<file path="src/rtl/dmem_lsu_responder.sv">
// Data-memory load/store responder: one request per transaction, byte-enabled RAM port, extended load data.
// Optional out-of-range address rejection is enabled by defining DMEM_RANGE_CHECK_EN.
`timescale 1ns/1ps

module dmem_lsu_responder #(
    parameter int ADDR_W  = 10,
    parameter int MEM_LAT = 1
) (
    input  logic              clk,
    input  logic              rst_n,
    input  logic              req_valid,
    output logic              req_ready,
    input  logic              req_we,
    input  logic [2:0]        req_funct3,
    input  logic [31:0]       req_addr,
    input  logic [31:0]       req_wdata,
    output logic              rsp_valid,
    output logic [31:0]       rsp_rdata,
    output logic              rsp_err,
    output logic [ADDR_W-1:0] mem_addr,
    output logic              mem_we,
    output logic              mem_re,
    output logic [3:0]        mem_be,
    output logic [31:0]       mem_wdata,
    input  logic [31:0]       mem_rdata
);

    localparam int CNT_W = (MEM_LAT > 1) ? $clog2(MEM_LAT) : 1;
    localparam logic [CNT_W-1:0] CNT_LAST = CNT_W'(MEM_LAT - 1);

    typedef enum logic [1:0] {IDLE, ACCESS, WAIT, RESP} state_t;

    state_t             state_q, state_d;
    logic [CNT_W-1:0]   cnt_q, cnt_d;
    logic [31:0]        rsp_rdata_q, rsp_rdata_d;
    logic               rsp_err_q, rsp_err_d;

    logic               we_q;
    logic [2:0]         funct3_q;
    logic [ADDR_W+1:0]  addr_q;
    logic [31:0]        wdata_q;

    logic               out_of_range;
    logic               req_bad;

    function automatic logic bad_format(input logic we, input logic [2:0] f3, input logic [1:0] a);
        logic legal;
        logic misaligned;
        case (f3)
            3'b000, 3'b001, 3'b010: legal = 1'b1;
            3'b100, 3'b101:         legal = !we;
            default:                legal = 1'b0;
        endcase
        misaligned = ((f3[1:0] == 2'b01) && a[0]) || ((f3[1:0] == 2'b10) && (a != 2'b00));
        return !legal || misaligned;
    endfunction

    function automatic logic [3:0] store_be(input logic [1:0] sz, input logic [1:0] a);
        case (sz)
            2'b00:   return 4'b0001 << a;
            2'b01:   return 4'b0011 << {a[1], 1'b0};
            default: return 4'b1111;
        endcase
    endfunction

    function automatic logic [31:0] store_lanes(input logic [1:0] sz, input logic [31:0] wd);
        case (sz)
            2'b00:   return {4{wd[7:0]}};
            2'b01:   return {2{wd[15:0]}};
            default: return wd;
        endcase
    endfunction

    function automatic logic [31:0] load_extend(input logic [2:0] f3, input logic [1:0] a,
                                                input logic [31:0] rd);
        logic [7:0]  b;
        logic [15:0] h;
        b = rd[{a, 3'b000} +: 8];
        h = a[1] ? rd[31:16] : rd[15:0];
        case (f3)
            3'b000:  return {{24{b[7]}}, b};
            3'b001:  return {{16{h[15]}}, h};
            3'b100:  return {24'h0, b};
            3'b101:  return {16'h0, h};
            default: return rd;
        endcase
    endfunction

`ifdef DMEM_RANGE_CHECK_EN
    assign out_of_range = |req_addr[31:ADDR_W+2];
`else
    // Upper address bits alias into the RAM when the range check is off.
    logic unused_addr_hi;
    assign unused_addr_hi = ^req_addr[31:ADDR_W+2];
    assign out_of_range   = 1'b0;
`endif

    assign req_bad   = bad_format(req_we, req_funct3, req_addr[1:0]) || out_of_range;
    assign rsp_rdata = rsp_rdata_q;
    assign rsp_err   = rsp_err_q;

    always_comb begin
        state_d     = state_q;
        cnt_d       = cnt_q;
        rsp_rdata_d = rsp_rdata_q;
        rsp_err_d   = rsp_err_q;
        req_ready   = 1'b0;
        rsp_valid   = 1'b0;
        mem_we      = 1'b0;
        mem_re      = 1'b0;
        mem_addr    = '0;
        mem_be      = '0;
        mem_wdata   = '0;
        case (state_q)
            IDLE: begin
                req_ready = 1'b1;
                if (req_valid) begin
                    if (req_bad) begin
                        state_d     = RESP;
                        rsp_err_d   = 1'b1;
                        rsp_rdata_d = '0;
                    end else begin
                        state_d = ACCESS;
                    end
                end
            end
            ACCESS: begin
                mem_addr = addr_q[ADDR_W+1:2];
                if (we_q) begin
                    mem_we      = 1'b1;
                    mem_be      = store_be(funct3_q[1:0], addr_q[1:0]);
                    mem_wdata   = store_lanes(funct3_q[1:0], wdata_q);
                    state_d     = RESP;
                    rsp_err_d   = 1'b0;
                    rsp_rdata_d = '0;
                end else begin
                    mem_re  = 1'b1;
                    mem_be  = 4'b1111;
                    state_d = WAIT;
                    cnt_d   = '0;
                end
            end
            WAIT: begin
                // Read data is valid in the last of the MEM_LAT wait cycles.
                if (cnt_q == CNT_LAST) begin
                    state_d     = RESP;
                    cnt_d       = '0;
                    rsp_err_d   = 1'b0;
                    rsp_rdata_d = load_extend(funct3_q, addr_q[1:0], mem_rdata);
                end else begin
                    cnt_d = cnt_q + 1'b1;
                end
            end
            RESP: begin
                rsp_valid = 1'b1;
                state_d   = IDLE;
            end
            default: state_d = IDLE;
        endcase
    end

    always_ff @(posedge clk or negedge rst_n) begin
        if (!rst_n) begin
            state_q     <= IDLE;
            cnt_q       <= '0;
            rsp_rdata_q <= '0;
            rsp_err_q   <= 1'b0;
        end else begin
            state_q     <= state_d;
            cnt_q       <= cnt_d;
            rsp_rdata_q <= rsp_rdata_d;
            rsp_err_q   <= rsp_err_d;
        end
    end

    // Request fields only reach the outputs through ACCESS, so they need no reset.
    always_ff @(posedge clk) begin
        if (state_q == IDLE && req_valid) begin
            we_q     <= req_we;
            funct3_q <= req_funct3;
            addr_q   <= req_addr[ADDR_W+1:0];
            wdata_q  <= req_wdata;
        end
    end

endmodule

</file>
<file path="config.mk">
export PLATFORM = sky130hd
export DESIGN_NAME = dmem_lsu_responder
export DESIGN_NICKNAME = d
export VERILOG_FILES = /design/src/rtl/dmem_lsu_responder.sv
export SDC_FILE = /design/constraint.sdc
export NUM_CORES = 1
export LEC_CHECK = 0
export ABC_CLOCK_PERIOD_IN_PS = 6480
export BUFFER_PORTS_ARGS = -buffer_cell sky130_fd_sc_hd__clkbuf_2
export CORE_ASPECT_RATIO = 1.25
export CORE_MARGIN = 1
export CORE_UTILIZATION = 40
export CTS_CLUSTER_SIZE = 12
export DETAILED_ROUTE_END_ITERATION = 7
export PLACE_DENSITY = 0.69
export SETUP_SLACK_MARGIN = 0.05
export SYNTH_ARGS = -nofsm -noshare
export SYNTH_HDL_FRONTEND = slang
export SYNTH_SLANG_ARGS = --single-unit
</file>
<file path="constraint.sdc">
create_clock -name clk -period 6.48 [get_ports clk]
set_input_delay 0.972 -clock clk [delete_from_list [all_inputs] [get_ports clk]]
set_output_delay 0.972 -clock clk [all_outputs]
set_load 0.01 [all_outputs]
</file>
# Word level (Yosys, flattened, before mapping)
# Index checks and enable logic that the tools add are counted.
# word_totals
register_bits	84
input_bits	103
out_inout_bits	83
word_cells	83
# op_classes
add_sub_neg	1
eq_ne	18
shift	3
n_mux	34
reduce_logical	19
# ops
cell	count
$mux W32	6
$pmux W32 S4	1
$pmux W32 S3	1
$pmux W32 S2	1
$shiftx A32 B6 Y8	1
$mux W16	1
$mux W1	13
$eq A3 B3 Y1 const B	4
$mux W10	1
$ne A2 B2 Y1 const B	5
$mux W4	2
$pmux W2 S4	1
$pmux W4 S2	1
$eq A2 B1 Y1 const B	3
$eq A2 B2 Y1 const B	3
$eq A3 B1 Y1 const B	2
$logic_not A3 Y1	2
$mux W2	3
$reduce_and A5 Y1	1
$logic_not A2 Y1	2
$pmux W1 S2	2
$reduce_and A2 Y1	2
$reduce_bool A2 Y1	2
$shl A1 B2 Y4 const A	1
10 further kinds	14

# Depth between registers and ports, before layout
# Gate-level depths: netlist (run 1).
# logic_depth
word_depth	8
ltp_mapped	9
depth_no_buf	6

# Worst setup path before layout (run 1)
# Ideal clock, no wire load.
# synth_path
path_type	input to register
from	input req_valid
to	register addr_q[0], enable pin
setup_ps	402
arrival_time_ps	1986
required_ps	6078
setup_slack_ps	4092
path_stages	2
path_buffers	0
cell_sequence	nand2_1 > inv_1
# synth_via
elab_chain_len	1
# synth_rtl
item	line_no	text
start: declaration	11	input logic req_valid,
$logic_and A1 B1 Y1	178	if (state_q == IDLE && req_valid) begin
end signal: assignment	181	addr_q <= req_addr[ADDR_W+1:0];
end: declaration	40	logic [ADDR_W+1:0] addr_q;
# Every way passes these cells.
# A chain may end at the register's enable or synchronous reset.

# Final worst setup path (run 1)
# layout_path
from	register state_q[1]
to	output mem_wdata[11]
# layout_via
elab_chain_len	2
# layout_rtl
item	line_no	text
start: declaration	33	state_t state_q, state_d;
start signal: assignment	169	state_q <= state_d;
$eq A2 B1 Y1	114	case (state_q)
$mux W32	114	
end: declaration	24	output logic [31:0] mem_wdata,
# Every way passes these cells.

==> results.sh, run 1 <==
export IMPL_vias_per_cell=5.485
export IMPL_grt_usage_pct=20.50
export IMPL_setup_worst_path_start_class="flop"
export IMPL_swShare_pct=39.58
export IMPL_final_hold_viol_count=0
export IMPL_postCtsHoldBufs=0
export IMPL_power_density_nw_per_um2=406.6
export IMPL_min_period_ns=3.864
export IMPL_hold_path_class="flop to flop"
export IMPL_wl_per_cell_um=17.64
export IMPL_clock_power_share_pct=21.8
export IMPL_ios=186
export IMPL_synth_cells=388
export IMPL_num_nets_final=639
export IMPL_yosysWarnings=0
export IMPL_clock_skew_ns=0.005347
export IMPL_pwr_share_seq_pct=36.0
export IMPL_antenna_left=0
export IMPL_dp_hpwl_um=8565
export IMPL_synth_area_top_cells="edfxtp_1 (32%), dfrtp_1 (20%), o31ai_4 (7.1%)"
export IMPL_area_delta_synth_final_pct=24.56
export IMPL_num_vias=3664
export IMPL_dr_pass1_iters=5
export IMPL_slew_limit_headroom_pct=16.77
export IMPL_fin_cells=668
export IMPL_grt_start_max_net_pins=71
export IMPL_critPathMaxFanout=25
export IMPL_tritoncts="done"
export IMPL_drive_gt1_share_pct=39.18
export IMPL_die_x_um=96.69
export IMPL_cts_root_buf="clkbuf_16"
export IMPL_timing_setup_tns_ns=0
export IMPL_yosysSeqAreaShare_pct=51.69
export IMPL_status="finished, final reports clean"
export IMPL_clkLatencyLatePin_ns=0.33
export IMPL_netlist_area_um2=4483
export IMPL_synth_largest_area_cell="edfxtp_1"
export IMPL_leakagePower_nw=2.506
export IMPL_netlist_cell_type_count=46
export IMPL_synth_top_area_share_pct=32.15
export IMPL_crit_path_end_kind="output pin"
export IMPL_cts_sinks=83
export IMPL_synthTopCellsByCount="edfxtp_1 (48), o21ai_0 (44), a21oi_1 (41)"
export IMPL_rsz0062_at_grt="false"
export IMPL_synth_most_common_cell="edfxtp_1"
export IMPL_p_switching_w=0.0008988
export IMPL_overflow=0
export IMPL_initial_core_util_pct=41.61
export IMPL_period_share_pct=59.64
export IMPL_synth_flop_cell="edfxtp_1"
export IMPL_crit_type="flop to output pin"
export IMPL_core_area_um2=10770
export IMPL_place_congestion=0.8680
export IMPL_internal_power_w=0.001372
export IMPL_dieArea_um2=11640
export IMPL_die_h_um=120.4
export IMPL_max_freq_ghz=0.2588
export IMPL_worst_pin_slew_ns=1.248
export IMPL_rows=42
export IMPL_crit_arrival_ns=2.89
export IMPL_antennaDiodeCount=0
export IMPL_clk_path_buf_depth=2
export IMPL_dp_cells=653
export IMPL_synth_edf_count=48
export IMPL_vdd_drop_max_v=0.0002200
export IMPL_power_w=0.002270
export IMPL_cts_setup_buffers=0
export IMPL_cp_required_ns=5.51
export IMPL_synth_seq_cells=83
export IMPL_synthArstFlopShare_pct=42.17
export IMPL_drt_wl_total_um=11790
export IMPL_comb_power_share_pct=42.2
export IMPL_first_iter_violations=170
export IMPL_slew_violations=0
export IMPL_drv_cap=0
export IMPL_grt_pass1_wl_um=18530
export IMPL_syn_nets=495
export IMPL_finalSetupViolations=0
export IMPL_clk_transition_reported_paths_ns=0.06
export IMPL_antenna_found_initial=0
export IMPL_cts_buffers=9
export IMPL_cts_htree_levels=3
export IMPL_port_buffers=165
export IMPL_post_cts_resized=0
export IMPL_drc=0
export IMPL_grt_pass1_vias=3624
export IMPL_synth_avg_cell_area_um2=11.55
[critical path, cell delays in order (launching register included)]
cell and delay [ns]:
dfrtp_1 0.40, inv_1 0.13, ha_1 0.66, nand2_1 0.72, a21oi_1 0.45, clkbuf_2 0.20
[sequential cells by signal, indices dropped and copies added, names as in the netlist]
register	count
rsp_rdata	32
wdata_q	32
we_q	1
funct3_q	3
rsp_err	1
state_q	2
addr_q	12
[stage by stage]
stage	instance area, µm²	util, %	hold slack, ns	worst slack (ns)
after detailed placement	5300	49.20	0.4770	2.813
after global routing	5584	51.84	0.5220	2.378
final	5584	51.84	0.4862	2.616
after floorplan	4483	-	0.5219	4.092
after CTS	5584	51.84	0.4912	2.516
after global placement	5300	49.20	0.4808	2.834
[worst paths after layout]
check,from,slack [ns],cells past startpoint,end
worst min-delay path,rsp_rdata[8],0.49,1,rsp_rdata[8]
min in group asynchronous,rst_n,0.75,1,rsp_rdata[0]
worst min register to register,rsp_rdata[8],0.49,1,rsp_rdata[8]
worst max-delay path,state_q[1],2.62,5,mem_wdata[11]
worst max register to register,state_q[1],2.78,7,rsp_rdata[0]
max in group asynchronous,rst_n,5.17,1,rsp_rdata[9]
[metal layers]
layer  wire [µm]  share of wire [%]  track usage, %
met1        4788                 41           24.24
met2        5623                 48           34.55
met3        1040                8.8           6.127
met4         332                2.8           8.862
met5           0                  0               0
[placed cells by master, fill, tap and decap left out, types with 2 or more instances in the layout]
master / instances
and2_1: 11
nand2b_1: 2
a21boi_0: 2
ha_1: 4
clkbuf_16: 9
o31ai_4: 15
o21ai_1: 2
mux2i_1: 19
and3_1: 8
nand3b_1: 7
inv_1: 8
nor2_1: 27
nor2b_1: 9
o2bb2ai_1: 8
a221oi_1: 9
o21a_1: 2
or2_2: 2
buf_4: 2
a21oi_1: 41
dfrtp_1: 35
clkbuf_2: 165
a21o_1: 7
o31ai_1: 2
o21ai_0: 44
nand2_1: 12
edfxtp_1: 48
a211o_1: 7
o31ai_2: 7
[power by group through the flow]
stage / logic, W / registers [W] / clock network, W
finish: 0.000957 / 0.000817 / 0.000496
global placement: 0.000952 / 0.000822 / 0
CTS: 0.000970 / 0.000819 / 0.000507
detailed placement: 0.000966 / 0.000830 / 0
floorplan: 0.000680 / 0.000844 / 0
global route: 0.00104 / 0.000838 / 0.000528
[cell families after synthesis]
family,count (synthesis),share of synthesized area [%]
adder cells (fa/ha/maj),4,1.116
multiplexers,21,4.745
AO/OA/AOI/OAI,154,27.60
flip-flops,83,51.69
buffers and inverters,43,4.968
AND/OR/NAND/NOR,83,9.880
[cell type report]
type,count,area (µm²)
fill,968,5189
sequential,83,2317
multi-input combinational,262,1943
timing repair buffer,167,840.8
clock buffer,10,229.0
tap,132,165.2
clock inverter,5,55.05
inverter,9,33.78
No activity file was read; power rests on OpenSTA's default activity.
==> run 2, diff against run 1 <==
--- a/config.mk
+++ b/config.mk
@@ -5,7 +5,7 @@
 export SDC_FILE = /design/constraint.sdc
 export NUM_CORES = 1
 export LEC_CHECK = 0
-export ABC_CLOCK_PERIOD_IN_PS = 6480
+export ABC_CLOCK_PERIOD_IN_PS = 3950
 export BUFFER_PORTS_ARGS = -buffer_cell sky130_fd_sc_hd__clkbuf_2
 export CORE_ASPECT_RATIO = 1.25
 export CORE_MARGIN = 1
==> constraint.sdc (replaced) <==
create_clock -name clk -period 3.95 [get_ports clk]
set_input_delay 0.5925 -clock clk [delete_from_list [all_inputs] [get_ports clk]]
set_output_delay 0.5925 -clock clk [all_outputs]
set_load 0.01 [all_outputs]
==> run 2 against run 1 <==
Compared with the run above: worst setup slack got worse by 1.7 ns; first-iteration DRC count fell by 4.7%; flip-flop and latch count did not move; clock-buffer cell count fell by 1; global-route usage fell by 0.26 points; critical path type unchanged; non-clock buffer count rose by 4; final area rose by 0.81%; critical endpoint unchanged.
==> results.sh, run 2 (same netlist as run 1, synthesis figures left out) <==
export IMPL_status="finished, final reports clean"
export IMPL_crit_path_end_kind="output pin"
export IMPL_area_delta_synth_final_pct=25.57
export IMPL_r2r_start="state_q[1]"
export IMPL_clkLatencyLatePin_ns=0.34
export IMPL_period_share_pct=76.79
export IMPL_drv_cap=0
export IMPL_antenna_found_initial=0
export IMPL_clk_transition_reported_paths_ns=0.07
export IMPL_min_period_ns=3.033
export IMPL_vdd_drop_max_v=0.0003739
export IMPL_rsz0062_at_grt="false"
export IMPL_final_common_cell="clkbuf_2"
export IMPL_dp_cells=657
export IMPL_finalSetupViolations=0
export IMPL_num_nets_final=643
export IMPL_post_cts_resized=0
export IMPL_core_area_um2=10770
export IMPL_rows=42
export IMPL_cts_htree_levels=3
export IMPL_slew_violations=0
export IMPL_crit_arrival_ns=2.44
export IMPL_slew_limit_headroom_pct=23.35
export IMPL_postCtsHoldBufs=0
export IMPL_final_hold_viol_count=0
export IMPL_drt_wl_total_um=11640
export IMPL_worst_pin_slew_ns=1.150
export IMPL_crit_type="flop to output pin"
export IMPL_leakagePower_nw=2.536
export IMPL_antenna_left=0
export IMPL_clk_path_buf_depth=2
export IMPL_reg2reg_depth=7
export IMPL_antennaDiodeCount=0
export IMPL_hold_path_class="input pin to async pin"
export IMPL_cp_required_ns=3.36
export IMPL_final_cell_mix="clkbuf_2 (165), edfxtp_1 (48), o21ai_0 (44), a21oi_1 (41), dfrtp_1 (35)"
export IMPL_clock_skew_ns=0.006690
export IMPL_grt_pass1_vias=3592
export IMPL_dr_pass1_iters=5
export IMPL_cts_buffers=9
export IMPL_initial_core_util_pct=41.61
export IMPL_cts_setup_buffers=0
export IMPL_drc=0
export IMPL_wl_per_cell_um=17.29
export IMPL_drive_gt1_share_pct=40.11
export IMPL_fin_cells=673
export IMPL_power_density_nw_per_um2=669.5
export IMPL_first_iter_violations=162
export IMPL_power_w=0.003769
export IMPL_die_x_um=96.69
export IMPL_die_h_um=120.4
export IMPL_port_buffers=165
export IMPL_setup_worst_path_start_class="flop"
export IMPL_place_congestion=0.8742
export IMPL_reg2reg_setup_slack_ns=1.07
export IMPL_ios=186
export IMPL_critPathMaxFanout=25
export IMPL_dp_hpwl_um=8507
export IMPL_timing_setup_tns_ns=0
export IMPL_max_freq_ghz=0.3297
export IMPL_num_vias=3639
export IMPL_cts_root_buf="clkbuf_16"
export IMPL_tritoncts="done"
export IMPL_vias_per_cell=5.407
export IMPL_dieArea_um2=11640
export IMPL_grt_pass1_wl_um=18310
export IMPL_cts_sinks=83
export IMPL_grt_start_max_net_pins=70
export IMPL_rr_endpoint="rsp_rdata[20]"
export IMPL_grt_usage_pct=20.24
export IMPL_overflow=0
[run 2: through the flow]
step	hold slack [ns]	setup slack, ns	util [%]	instance area [µm²]
floorplan	0.2969	1.707	-	4483
global placement	0.4788	1.094	49.48	5330
detailed placement	0.4756	1.080	49.48	5330
CTS	0.3963	0.8305	52.25	5629
global route	0.4125	0.7297	52.25	5629
finish	0.3754	0.9167	52.25	5629
[run 2: layout make-up]
class | count | area [µm²]
Clock buffer | 9 | 225.2
Timing Repair Buffer | 171 | 870.8
Inverter | 9 | 33.78
Fill cell | 973 | 5144
Sequential cell | 83 | 2317
Tap cell | 132 | 165.2
Clock inverter | 7 | 73.82
Multi-Input combinational cell | 262 | 1943
[run 2: layer usage]
metal  vias to the layer above  share of wire (%)  track usage (%)
met5                         -                  0                0
met4                         0                2.2            7.743
met3                        13                9.0            6.012
met2                       183                 48            34.55
met1                      1699                 41            23.98
li1                       1744                  -                -
[run 2: how the worst max path moves through the flow]
| stage | startpoint | to | depth (start not counted) |
|---|---|---|---|
| 4_1_cts | state_q[1] | mem_wdata[11] | 6 |
| 3_3_place_gp | state_q[1] | rsp_rdata[20] | 7 |
| 6_report | state_q[1] | mem_wdata[11] | 6 |
| 2_1_floorplan | state_q[0] | addr_q[0] | 4 |
| 5_1_grt | state_q[1] | mem_wdata[11] | 6 |
| 3_5_place_dp | state_q[1] | rsp_rdata[20] | 7 |
[run 2: critical path: stages, from the launching register on]
cell,delay [ns]
dfrtp_1,0.40
inv_1,0.12
ha_1,0.18
buf_4,0.23
nand2_1,0.54
a21oi_1,0.43
clkbuf_2,0.19
[run 2: where the power goes]
group,internal (W),total (W),leakage (nW),switching (W)
Sequential,0.00119,0.00133,0.908,0.000142
Clock,0.000493,0.000844,0.146,0.000352
Combinational,0.000595,0.00159,1.48,0.000997
